===== config.mk =====
export PLATFORM = sky130hd
export DESIGN_NAME = phase_window_counter
export DESIGN_NICKNAME = d
export VERILOG_FILES = /design/src/rtl/phase_window_counter.sv
export SDC_FILE = /design/constraint.sdc
export NUM_CORES = 1
export LEC_CHECK = 0
export CAP_MARGIN = 20
export CORE_MARGIN = 4
export CORE_UTILIZATION = 55
export CTS_BUF_LIST = sky130_fd_sc_hd__clkbuf_16
export DETAILED_ROUTE_END_ITERATION = 16
export PLACE_DENSITY = 0.83
export SKIP_CTS_REPAIR_TIMING = 1
export SLEW_MARGIN = 20
export SYNTH_ARGS = -nofsm -noshare
export SYNTH_HDL_FRONTEND = slang
export SYNTH_SLANG_ARGS = --single-unit

===== constraint.sdc =====
create_clock -name clk -period 6.9 [get_ports clk]
set_input_delay 2.07 -clock clk [delete_from_list [all_inputs] [get_ports clk]]
set_output_delay 2.07 -clock clk [all_outputs]
set_load 0.01 [all_outputs]

===== src/rtl/phase_window_counter.sv =====
// Per-channel pulse counter over a programmable window. Counts saturate, and
// the results drain one channel at a time over a valid/ready handshake.
module phase_window_counter #(
    parameter int unsigned PHASE_WIDTH = 11,
    parameter int unsigned CNT_WIDTH   = 16,
    parameter int unsigned WIN_WIDTH   = 16,
    parameter int unsigned CH_WIDTH    = 4
) (
    input  logic                   clk,
    input  logic                   rst,
    input  logic                   start_i,
    input  logic [WIN_WIDTH-1:0]   win_len_i,
    input  logic [PHASE_WIDTH-1:0] pulse_i,
    output logic                   busy_o,
    output logic                   valid_o,
    input  logic                   ready_i,
    output logic [CNT_WIDTH-1:0]   data_o,
    output logic [CH_WIDTH-1:0]    ch_o,
    output logic                   done_o
);

    localparam logic [1:0] ST_IDLE  = 2'd0;
    localparam logic [1:0] ST_COUNT = 2'd1;
    localparam logic [1:0] ST_DRAIN = 2'd2;

    localparam logic [CNT_WIDTH-1:0] CNT_MAX = '1;
    localparam logic [CH_WIDTH-1:0]  LAST_CH = CH_WIDTH'(PHASE_WIDTH - 1);

    logic [1:0]           state_q, state_d;
    logic [CNT_WIDTH-1:0] cnt_q [PHASE_WIDTH];
    logic [CNT_WIDTH-1:0] cnt_d [PHASE_WIDTH];
    logic [WIN_WIDTH-1:0] win_q, win_d;
    logic [CH_WIDTH-1:0]  idx_q, idx_d;
    logic                 busy_d, valid_d, done_d;
    logic [CNT_WIDTH-1:0] data_d;
    logic [CH_WIDTH-1:0]  ch_d;

    // State, counters and registered outputs
    always_ff @(posedge clk or negedge rst) begin
        if (!rst) begin
            state_q <= ST_IDLE;
            for (int unsigned i = 0; i < PHASE_WIDTH; i++) begin
                cnt_q[i] <= '0;
            end
            win_q   <= '0;
            idx_q   <= '0;
            busy_o  <= 1'b0;
            valid_o <= 1'b0;
            done_o  <= 1'b0;
            data_o  <= '0;
            ch_o    <= '0;
        end else begin
            state_q <= state_d;
            for (int unsigned i = 0; i < PHASE_WIDTH; i++) begin
                cnt_q[i] <= cnt_d[i];
            end
            win_q   <= win_d;
            idx_q   <= idx_d;
            busy_o  <= busy_d;
            valid_o <= valid_d;
            done_o  <= done_d;
            data_o  <= data_d;
            ch_o    <= ch_d;
        end
    end

    // Next-state and next-output logic
    always_comb begin
        state_d = state_q;
        cnt_d   = cnt_q;
        win_d   = win_q;
        idx_d   = idx_q;
        done_d  = 1'b0;

        case (state_q)
            ST_IDLE: begin
                if (start_i) begin
                    for (int unsigned i = 0; i < PHASE_WIDTH; i++) begin
                        cnt_d[i] = '0;
                    end
                    win_d   = win_len_i;
                    idx_d   = '0;
                    state_d = (win_len_i == '0) ? ST_DRAIN : ST_COUNT;
                end
            end
            ST_COUNT: begin
                for (int unsigned i = 0; i < PHASE_WIDTH; i++) begin
                    if (pulse_i[i] && (cnt_q[i] != CNT_MAX)) begin
                        cnt_d[i] = cnt_q[i] + CNT_WIDTH'(1);
                    end
                end
                // win_q counts the remaining window cycles including this one
                win_d = win_q - WIN_WIDTH'(1);
                if (win_q == WIN_WIDTH'(1)) begin
                    state_d = ST_DRAIN;
                    idx_d   = '0;
                end
            end
            ST_DRAIN: begin
                if (valid_o && ready_i) begin
                    if (idx_q == LAST_CH) begin
                        state_d = ST_IDLE;
                        idx_d   = '0;
                        done_d  = 1'b1;
                    end else begin
                        idx_d = idx_q + CH_WIDTH'(1);
                    end
                end
            end
            default: begin
                state_d = ST_IDLE;
            end
        endcase

        busy_d  = (state_d != ST_IDLE);
        valid_d = (state_d == ST_DRAIN);
        data_d  = valid_d ? cnt_d[idx_d] : '0;
        ch_d    = valid_d ? idx_d : '0;
    end

endmodule


# Word-level counts from Yosys, hierarchy flattened
# Index checks and enable logic that the tools add are counted.
[word_totals] output_inout_bits=23 reg_bits=221 word_cells=102 input_bits=31
[classes] eq_ne=17 n_addsub=13 n_bitwise=1 reduce_logical=17 n_lt_le_gt_ge=1 n_mux=34
[op_table] operator="$pmux 176 s2" count=1
[op_table] operator="$mux 16" count=15
[op_table] operator="$add 16x1->16 const B" count=11
[op_table] operator="$mux 176" count=1
[op_table] operator="$ne 16x16->1 const B" count=11
[op_table] operator="$bmux 16 s4" count=1
[op_table] operator="$pmux 16 s2" count=1
[op_table] operator="$mux 4" count=5
[op_table] operator="$eq 16x1->1 const B" count=1
[op_table] operator="$logic_not 16->1" count=1
[op_table] operator="$sub 16x1->16 const B" count=1
[op_table] operator="$logic_and 1x1->1" count=12
[op_table] operator="$pmux 4 s3" count=1
[op_table] operator="$mux 2" count=5
[op_table] operator="$pmux 2 s3" count=1
[op_table] operator="$ge 5x5->1 const B" count=1
[op_table] operator="$not 4->5" count=1
[op_table] operator="$add 4x1->4 const B" count=1
[op_table] operator="$eq 2x2->1 const B" count=2
[op_table] operator="$eq 4x4->1 const B" count=1
[op_table] operator="$reduce_bool 2->1" count=2
[op_table] operator="$mux 1" count=3
[op_table] operator="$eq 2x1->1 const B" count=1
[op_table] operator="$logic_not 2->1" count=1
[op_table] operator="2 further kinds" count=2

# Logic depth before layout (Yosys ltp)
# Gate-level depths: netlist (run 1).
[depth] ltp_word=9 depth_mapped=13 mapped_depth_nobuf=11

# Worst setup path before layout (run 1)
# Ideal clock, no wire load.
[synth_timing] path_type="input to register" from="input port start_i" to="register data_o[1]" path_buffers=3 setup_time_ns=0.120 slack_ns=2.889 stages=10 arrival_time_ns=3.891 path_cell_list="buf_2 -> o21bai_1 -> and2_1 -> o32ai_2 -> buf_6 -> clkbuf_1 -> nor3_1 -> a221oi_1 -> nand2_1 -> a31o_2"
[synth_via] elab_chain_len=7
[synth_lines] item="from (decl)" line="11" rtl="input logic start_i,"
[synth_lines] item="$mux 4" line="77" rtl="if (start_i) begin"
[synth_lines] item="$pmux 4 s3" line="75" rtl="case (state_q)"
[synth_lines] item="$not 4->5 (not written as such)" line="117" rtl="data_d = valid_d ? cnt_d[idx_d] : '0;"
[synth_lines] item="$bmux 16 s4" line="117"
[synth_lines] item="$mux 16 (not written as such) (2 in a row)" line="117"
[synth_lines] item="$mux 16 (*)" line="117"
[synth_lines] item="via data_d[1]" line="35" rtl="logic [CNT_WIDTH-1:0] data_d;"
[synth_lines] item="to (signal assigned)" line="62" rtl="data_o <= data_d;"
[synth_lines] item="to (decl)" line="17" rtl="output logic [CNT_WIDTH-1:0] data_o,"
# The timed path passes the listed nets; every way through them passes the cells marked *. The select of a mux whose other input is x is not followed.
# A chain may end at the register's enable or synchronous reset.

# Worst setup path in the final report (run 1)
# Same ends and word-level chain as after synthesis.

==> run_summary.xml, run 1 <==
<?xml version="1.0" encoding="UTF-8"?>
<metrics>
  <group name="run_status">
    <metric name="result_of_the_run" unit="">completed</metric>
  </group>
  <group name="routing">
    <metric name="route.detailed.wl_per_inst" unit="µm">21.5</metric>
    <metric name="routed_wirelength" unit="mm">39.7</metric>
    <metric name="drt-initial-drc-count" unit="">1404</metric>
    <metric name="drt_pass1_iterations" unit="">5</metric>
    <metric name="drc" unit="">0</metric>
    <metric name="ant_nets" unit="">0</metric>
    <metric name="post_drt_via_cell_ratio" unit="">6.58</metric>
    <metric name="via_count" unit="">12100</metric>
  </group>
  <group name="global_route">
    <metric name="grt_overflow_total" unit="">0</metric>
    <metric name="grt_pass1_vias" unit="">11300</metric>
    <metric name="grtUsageTotal" unit="">0.293</metric>
    <metric name="grt_max_degree" unit="">116</metric>
    <metric name="global_route_wire_length_before_repair" unit="mm">63.0</metric>
    <metric name="grt_antenna_before_repair" unit="">0</metric>
  </group>
  <group name="layout">
    <metric name="postLayoutCoreUtil" unit="">0.630</metric>
    <metric name="layout-drive-gt1-share" unit="">0.0727</metric>
    <metric name="area.growth.synth_to_final" unit="%">11.9</metric>
    <metric name="antenna_cells_inserted" unit="">0</metric>
    <metric name="final_nets" unit="">1554</metric>
    <metric name="fillCellCount" unit="">1960</metric>
    <metric name="multi_input_area" unit="µm²">7340</metric>
    <metric name="seqCellArea" unit="µm²">5530</metric>
  </group>
  <group name="setup_path">
    <metric name="critPathArrivalTime" unit="ns">5.35</metric>
    <metric name="crit_type" unit="">in -&gt; reg</metric>
    <metric name="path_buf_inv" unit="">2</metric>
    <metric name="worst_setup_path_end_kind" unit="">register</metric>
    <metric name="worst-r2r-cell-count" unit="">10</metric>
    <metric name="timing.rr.end" unit="">data_o[4]</metric>
    <metric name="path_max_fanout" unit="">65</metric>
    <metric name="critical_path_required" unit="ns">7.32</metric>
    <metric name="crit_path_cell_trace" unit="">clkdlybuf4s50_1, o21bai_1, o32ai_4, inv_2, nor2_1, a221oi_1, nand2_1, a31o_2</metric>
    <metric name="critical_path.slowest_cell" unit="">inv_2</metric>
    <metric name="crit_path_max_incr_delay" unit="ns">0.82</metric>
    <metric name="reg2reg_slack" unit="ns">3.09</metric>
    <metric name="worstReg2RegStart" unit="">state_q[1]</metric>
    <metric name="worst_path_top_cell_family_by_delay" unit="">compound AO/OA/AOI/OAI gates</metric>
    <metric name="sort_of_element_at_the_start_of_the_critical_path" unit="">primary input</metric>
  </group>
  <group name="logic_synthesis">
    <metric name="ys_seq_area_frac" unit="">0.415</metric>
    <metric name="yosys_reg_bits" unit="">221</metric>
    <metric name="synth_enable_flop_cells" unit="">0</metric>
    <metric name="synth_ff_type" unit="">dfrtp_1</metric>
    <metric name="synth_xor_xnor_area_share" unit="">0.0716</metric>
    <metric name="netlist_instances" unit="">1492</metric>
    <metric name="synthesized_area_fraction_occupied_by_ao_oa_aoi_and_oai_cells" unit="">0.149</metric>
    <metric name="post_synth_and_or_nand_nor_area_fraction" unit="">0.283</metric>
    <metric name="ys_warn_count" unit="">0</metric>
    <metric name="synth_cell_types" unit="">87</metric>
    <metric name="async_reset_ff_frac" unit="">1.00</metric>
    <metric name="syn_nets" unit="">1538</metric>
    <metric name="postSynthAreaPerCell" unit="µm²">8.94</metric>
    <metric name="synth_largest_type_area_fraction" unit="">0.415</metric>
    <metric name="synth_adder_area_share" unit="">0.0141</metric>
    <metric name="synth.area.mux_share" unit="">0.0313</metric>
    <metric name="synth.top_cells.by_area" unit="">dfrtp_1, nor2_1, xnor2_1</metric>
    <metric name="largest_family_of_logic_cells_by_synthesized_area" unit="">simple AND/OR/NAND/NOR gates</metric>
    <metric name="yosysTopAreaCell" unit="">dfrtp_1</metric>
    <metric name="syn_area" unit="µm²">13300</metric>
  </group>
  <group name="pwr">
    <metric name="peakVddDrop" unit="mV">0.204</metric>
    <metric name="power_density" unit="nW/µm²">304</metric>
    <metric name="total_power" unit="mW">4.53</metric>
    <metric name="p_leak" unit="nW">6.03</metric>
  </group>
  <group name="clocking">
    <metric name="htree_levels" unit="">1</metric>
    <metric name="cts-root-buf" unit="">clkbuf_16</metric>
    <metric name="cts_made_buffers" unit="">25</metric>
    <metric name="cts_tree" unit="">done</metric>
    <metric name="clock_path_buffers" unit="">3</metric>
    <metric name="cts.clk_slew.worst_paths" unit="ns">0.07</metric>
    <metric name="clkLatencyLatePin" unit="ns">0.52</metric>
    <metric name="cts.sinks" unit="">221</metric>
  </group>
  <group name="sta">
    <metric name="max-slew-margin-rel" unit="">0.197</metric>
    <metric name="timing.final.hold_violations" unit="">0</metric>
    <metric name="unrepaired_setup_endpoints_after_global_routing" unit="">false</metric>
    <metric name="max_slew.worst_pin.slew" unit="ns">1.20</metric>
    <metric name="setup_slack" unit="ns">1.97</metric>
    <metric name="finalSetupViolations" unit="">0</metric>
    <metric name="max_clock_freq" unit="MHz">203</metric>
    <metric name="post-route-period-util" unit="">0.715</metric>
    <metric name="skew" unit="ns">0.00792</metric>
    <metric name="final_period_minus_worst_setup_slack" unit="ns">4.93</metric>
    <metric name="timing_max_transition_violations_final" unit="">0</metric>
    <metric name="final.setup.tns" unit="ns">0</metric>
  </group>
  <group name="floorplanning">
    <metric name="initial_core_util" unit="">0.563</metric>
    <metric name="std_cell_rows" unit="">56</metric>
    <metric name="floorplan.core_area" unit="µm²">23700</metric>
    <metric name="die_h" unit="µm">164</metric>
    <metric name="fp.dieW" unit="µm">164</metric>
    <metric name="dieArea" unit="µm²">26800</metric>
    <metric name="io-pin-count" unit="">54</metric>
  </group>
  <group name="worst_hold_path">
    <metric name="min_path_cells" unit="">1</metric>
    <metric name="timing.hold.worst_endpoint" unit="">cnt_q[111]</metric>
    <metric name="hold_path_startpoint" unit="">cnt_q[111]</metric>
    <metric name="timing.hold.worst.class" unit="">reg -&gt; reg</metric>
  </group>
  <group name="placed_design">
    <metric name="preCtsSetupSlack" unit="ns">1.52</metric>
    <metric name="dpl.hpwl" unit="mm">28.1</metric>
    <metric name="global_placement_routability_congestion" unit="">1.02</metric>
    <metric name="place.port_buffers" unit="">53</metric>
  </group>
  <group name="job">
    <metric name="maxCapViolCount" unit="">0</metric>
  </group>
</metrics>
[per-stage QoR]
stage	cells	hold slack [ns]	area, µm²
global route	1845	0.574	14900
detailed placement	1800	0.539	14000
finish	1845	0.558	14900
floorplan	1492	0.464	13300
global placement	1800	0.529	14000
CTS	1845	0.554	14900
[logic make-up (layout without fill, tap and decap cells)]
family,Yosys count,count (layout)
compound gates,281,281
xor+xnor,109,109
fa+ha+maj,15,15
buf+inv,103,137
flops,221,221
mux,40,40
simple gates,723,723
[registers in the layout (all words and copies together) (netlist names)]
signal	count
state_q	2
busy_o	1
data_o	16
idx_q	4
valid_o	1
ch_o	4
cnt_q	176
win_q	16
done_o	1
[layout make-up]
cell class	instances	share of cell area
repair buffers	66	0.0441
multi-input cells	1168	0.492
flip-flops and latches	221	0.371
well taps	319	0.0268
clock buffers	25	0.0419
clock inverters	20	0.0178
inverters	26	0.00654
[synthesized netlist by cell type (all sizes together) (16+ instances only)]
library cell and number:
dfrtp 221, nor2 204, nand2 138, nand3 74
xnor2 68, a21oi 67, nor3 66, nand4 63
buf 47, o21ai 42, xor2 41, nor4 39
clkbuf 30, mux2i 27, and3 26, inv 26
a31oi 23, or3 22, a211oi 17, and4 16
[power by group]
group	switching (mW)	internal, mW	leakage (nW)
combinational	1.00	0.465	2.56
sequential	0.181	1.44	3.03
clock	0.557	0.888	0.439
[cells in the final DEF, fill, tap and decap left out, types with 14 or more instances in the layout]
master             n
mux2i_1           27
and4_1            16
o211ai_1          14
nand3_1           74
nor3_1            65
xor2_1            41
nand2_1          137
dfrtp_1          221
clkbuf_16         25
a31oi_1           21
nor4_1            32
nand4_1           63
clkdlybuf4s50_1   52
inv_1             26
or3_1             21
a21oi_1           64
o21ai_0           42
a211oi_1          17
ha_1              15
and3_1            26
nor2_1           203
xnor2_1           68
[layer usage]
layer | up-vias | track usage | share of wire
met4 | 0 | 0.114 | 0.047
met1 | 5805 | 0.417 | 0.42
li1 | 5559 | - | -
met2 | 655 | 0.450 | 0.44
met3 | 120 | 0.0499 | 0.087
met5 | - | 0 | 0
[worst max-delay path by stage]
stage,from,to,slack [ns],cells past startpoint
2_1_floorplan,start_i,data_o[1],2.89,10
3_3_place_gp,start_i,data_o[1],1.62,8
3_5_place_dp,start_i,data_o[1],1.52,8
4_1_cts,start_i,data_o[1],2.04,8
5_1_grt,start_i,data_o[7],1.73,8
6_report,start_i,data_o[1],1.97,8
Power figures use the tool's default switching activity.
==> run 2, diff against run 1 <==
PLACE_DENSITY = 0.86   (was 0.83)
clock period = 4.5 ns   (was 6.9 ns; I/O delays follow)
==> run_summary.xml, run 2 (same netlist as run 1, synthesis figures left out) <==
<?xml version="1.0" encoding="UTF-8"?>
<metrics>
  <group name="run_status">
    <metric name="result_of_the_run" unit="">completed</metric>
  </group>
  <group name="placed_design">
    <metric name="place.port_buffers" unit="">53</metric>
    <metric name="preCtsSetupSlack" unit="ns">0.318</metric>
    <metric name="global_placement_routability_congestion" unit="">1.03</metric>
    <metric name="numPlacedInstances" unit="">1829</metric>
    <metric name="dpl.hpwl" unit="mm">29.8</metric>
    <metric name="placed_cell_area" unit="µm²">14300</metric>
  </group>
  <group name="global_route">
    <metric name="grt_antenna_before_repair" unit="">0</metric>
    <metric name="grt_pass1_vias" unit="">11700</metric>
    <metric name="grt_use_met2" unit="">0.483</metric>
    <metric name="grt_overflow_total" unit="">0</metric>
    <metric name="global_route.usage.met3" unit="">0.0376</metric>
    <metric name="grt-busiest-layer" unit="">met2</metric>
    <metric name="global_route_wire_length_before_repair" unit="mm">64.8</metric>
    <metric name="grtUsageTotal" unit="">0.304</metric>
    <metric name="grt_max_degree" unit="">80</metric>
    <metric name="grt_use_met1" unit="">0.429</metric>
  </group>
  <group name="routing">
    <metric name="post_drt_via_cell_ratio" unit="">6.55</metric>
    <metric name="drt_pass1_iterations" unit="">5</metric>
    <metric name="routed_wirelength" unit="mm">40.7</metric>
    <metric name="ant_nets" unit="">0</metric>
    <metric name="drt-initial-drc-count" unit="">1378</metric>
    <metric name="route.detailed.wl_per_inst" unit="µm">21.7</metric>
    <metric name="drc" unit="">0</metric>
    <metric name="via_count" unit="">12300</metric>
  </group>
  <group name="layout">
    <metric name="layout_commonest_cell" unit="">dfrtp_1</metric>
    <metric name="largest_register_ff_count" unit="">176</metric>
    <metric name="final_cell_mix" unit="">dfrtp_1, nor2_1, nand2_1</metric>
    <metric name="largest_register" unit="">cnt_q</metric>
    <metric name="layout.cell_area.non_filler" unit="µm²">15100</metric>
    <metric name="top_regs" unit="">cnt_q (176), data_o (16), win_q (16)</metric>
    <metric name="layout-drive-gt1-share" unit="">0.0886</metric>
    <metric name="final_nets" unit="">1584</metric>
    <metric name="area.growth.synth_to_final" unit="%">13.1</metric>
    <metric name="seqCellArea" unit="µm²">5530</metric>
    <metric name="post_layout_nonfiller_instances" unit="">1877</metric>
    <metric name="fillCellCount" unit="">1939</metric>
    <metric name="multi_input_area" unit="µm²">7340</metric>
    <metric name="antenna_cells_inserted" unit="">0</metric>
  </group>
  <group name="clocking">
    <metric name="cts_tree" unit="">done</metric>
    <metric name="cts.sinks" unit="">221</metric>
    <metric name="cts.clk_slew.worst_paths" unit="ns">0.06</metric>
    <metric name="htree_levels" unit="">1</metric>
    <metric name="clkLatencyLatePin" unit="ns">0.54</metric>
    <metric name="cts-root-buf" unit="">clkbuf_16</metric>
    <metric name="cts_made_buffers" unit="">26</metric>
    <metric name="clock_path_buffers" unit="">3</metric>
  </group>
  <group name="floorplanning">
    <metric name="fp.dieW" unit="µm">164</metric>
    <metric name="std_cell_rows" unit="">56</metric>
    <metric name="die_h" unit="µm">164</metric>
    <metric name="initial_core_util" unit="">0.563</metric>
    <metric name="io-pin-count" unit="">54</metric>
    <metric name="dieArea" unit="µm²">26800</metric>
    <metric name="floorplan.core_area" unit="µm²">23700</metric>
  </group>
  <group name="sta">
    <metric name="final.setup.tns" unit="ns">0</metric>
    <metric name="max_clock_freq" unit="MHz">271</metric>
    <metric name="unrepaired_setup_endpoints_after_global_routing" unit="">false</metric>
    <metric name="final_period_minus_worst_setup_slack" unit="ns">3.69</metric>
    <metric name="max_slew.worst_pin.slew" unit="ns">0.775</metric>
    <metric name="setup_slack" unit="ns">0.808</metric>
    <metric name="skew" unit="ns">0.0156</metric>
    <metric name="hold-worst-slack" unit="ns">0.549</metric>
    <metric name="finalSetupViolations" unit="">0</metric>
    <metric name="max-slew-margin-rel" unit="">0.478</metric>
    <metric name="timing_max_transition_violations_final" unit="">0</metric>
    <metric name="timing.final.hold_violations" unit="">0</metric>
    <metric name="post-route-period-util" unit="">0.820</metric>
  </group>
  <group name="pwr">
    <metric name="power_density" unit="nW/µm²">458</metric>
    <metric name="p_leak" unit="nW">6.16</metric>
    <metric name="peakVddDrop" unit="mV">0.280</metric>
  </group>
  <group name="setup_path">
    <metric name="crit_type" unit="">in -&gt; reg</metric>
    <metric name="critPathArrivalTime" unit="ns">4.12</metric>
    <metric name="critical_path_required" unit="ns">4.93</metric>
    <metric name="path_max_fanout" unit="">31</metric>
    <metric name="reg2reg_slack" unit="ns">1.00</metric>
    <metric name="sort_of_element_at_the_start_of_the_critical_path" unit="">primary input</metric>
    <metric name="worst_setup_path_end_kind" unit="">register</metric>
  </group>
  <group name="worst_hold_path">
    <metric name="timing.hold.worst.class" unit="">reg -&gt; reg</metric>
  </group>
  <group name="job">
    <metric name="maxCapViolCount" unit="">0</metric>
  </group>
</metrics>
-- run 2: cell types whose count changed in the layout (fill, tap and decap cells not counted), sizes merged --
cell      before  now
clkbuf        25   27
bufinv         6    1
buf           14   43
clkinvlp       3    1
clkinv         5   13
-- run 2: worst max-delay path, stage by stage --
cell             delay [ns]
clkdlybuf4s50_1        0.52
o21bai_1               0.17
and2_1                 0.23
o32ai_4                0.33
inv_2                  0.30
buf_4                  0.29
or3_1                  0.31
o311ai_0               0.17
nand4_1                0.18
a2bb2oi_1              0.26
-- run 2: layout make-up --
type / count / share of cell area
multi-input combinational: 1168 / 0.487
clock buffer: 27 / 0.0448
inverter: 26 / 0.00647
sequential: 221 / 0.367
tap: 319 / 0.0265
timing repair buffer: 95 / 0.0606
clock inverter: 21 / 0.00813
-- run 2: worst paths after layout --
| check | startpoint | cells after the start | endpoint |
|---|---|---|---|
| worst min register to register | cnt_q[117] | 1 | cnt_q[117] |
| max in group asynchronous | rst | 2 | cnt_q[120] |
| worst max register to register | state_q[1] | 9 | data_o[4] |
| worst max-delay path | start_i | 10 | data_o[6] |
| min in group asynchronous | rst | 1 | cnt_q[29] |
| worst min-delay path | cnt_q[117] | 1 | cnt_q[117] |
-- run 2: metrics by stage --
step / util / power [mW]
2_1_floorplan: - / 4.00
3_3_place_gp: 0.603 / 4.82
3_5_place_dp: 0.603 / 4.88
4_1_cts: 0.637 / 6.85
5_1_grt: 0.637 / 7.20
6_report: 0.637 / 6.91
-- run 2: metal layers --
layer  wire [µm]  vias up
met3        3270      117
met2       18700      631
met5           0        -
met1       16900     5943
li1            -     5612
met4        1830        0
-- run 2: power by group --
part	leakage, nW	switching, mW	internal, mW	total [mW]
logic	2.72	1.62	0.849	2.47
clock network	0.415	0.834	1.14	1.97
registers	3.03	0.261	2.21	2.47
total	6.16	2.71	4.20	6.91
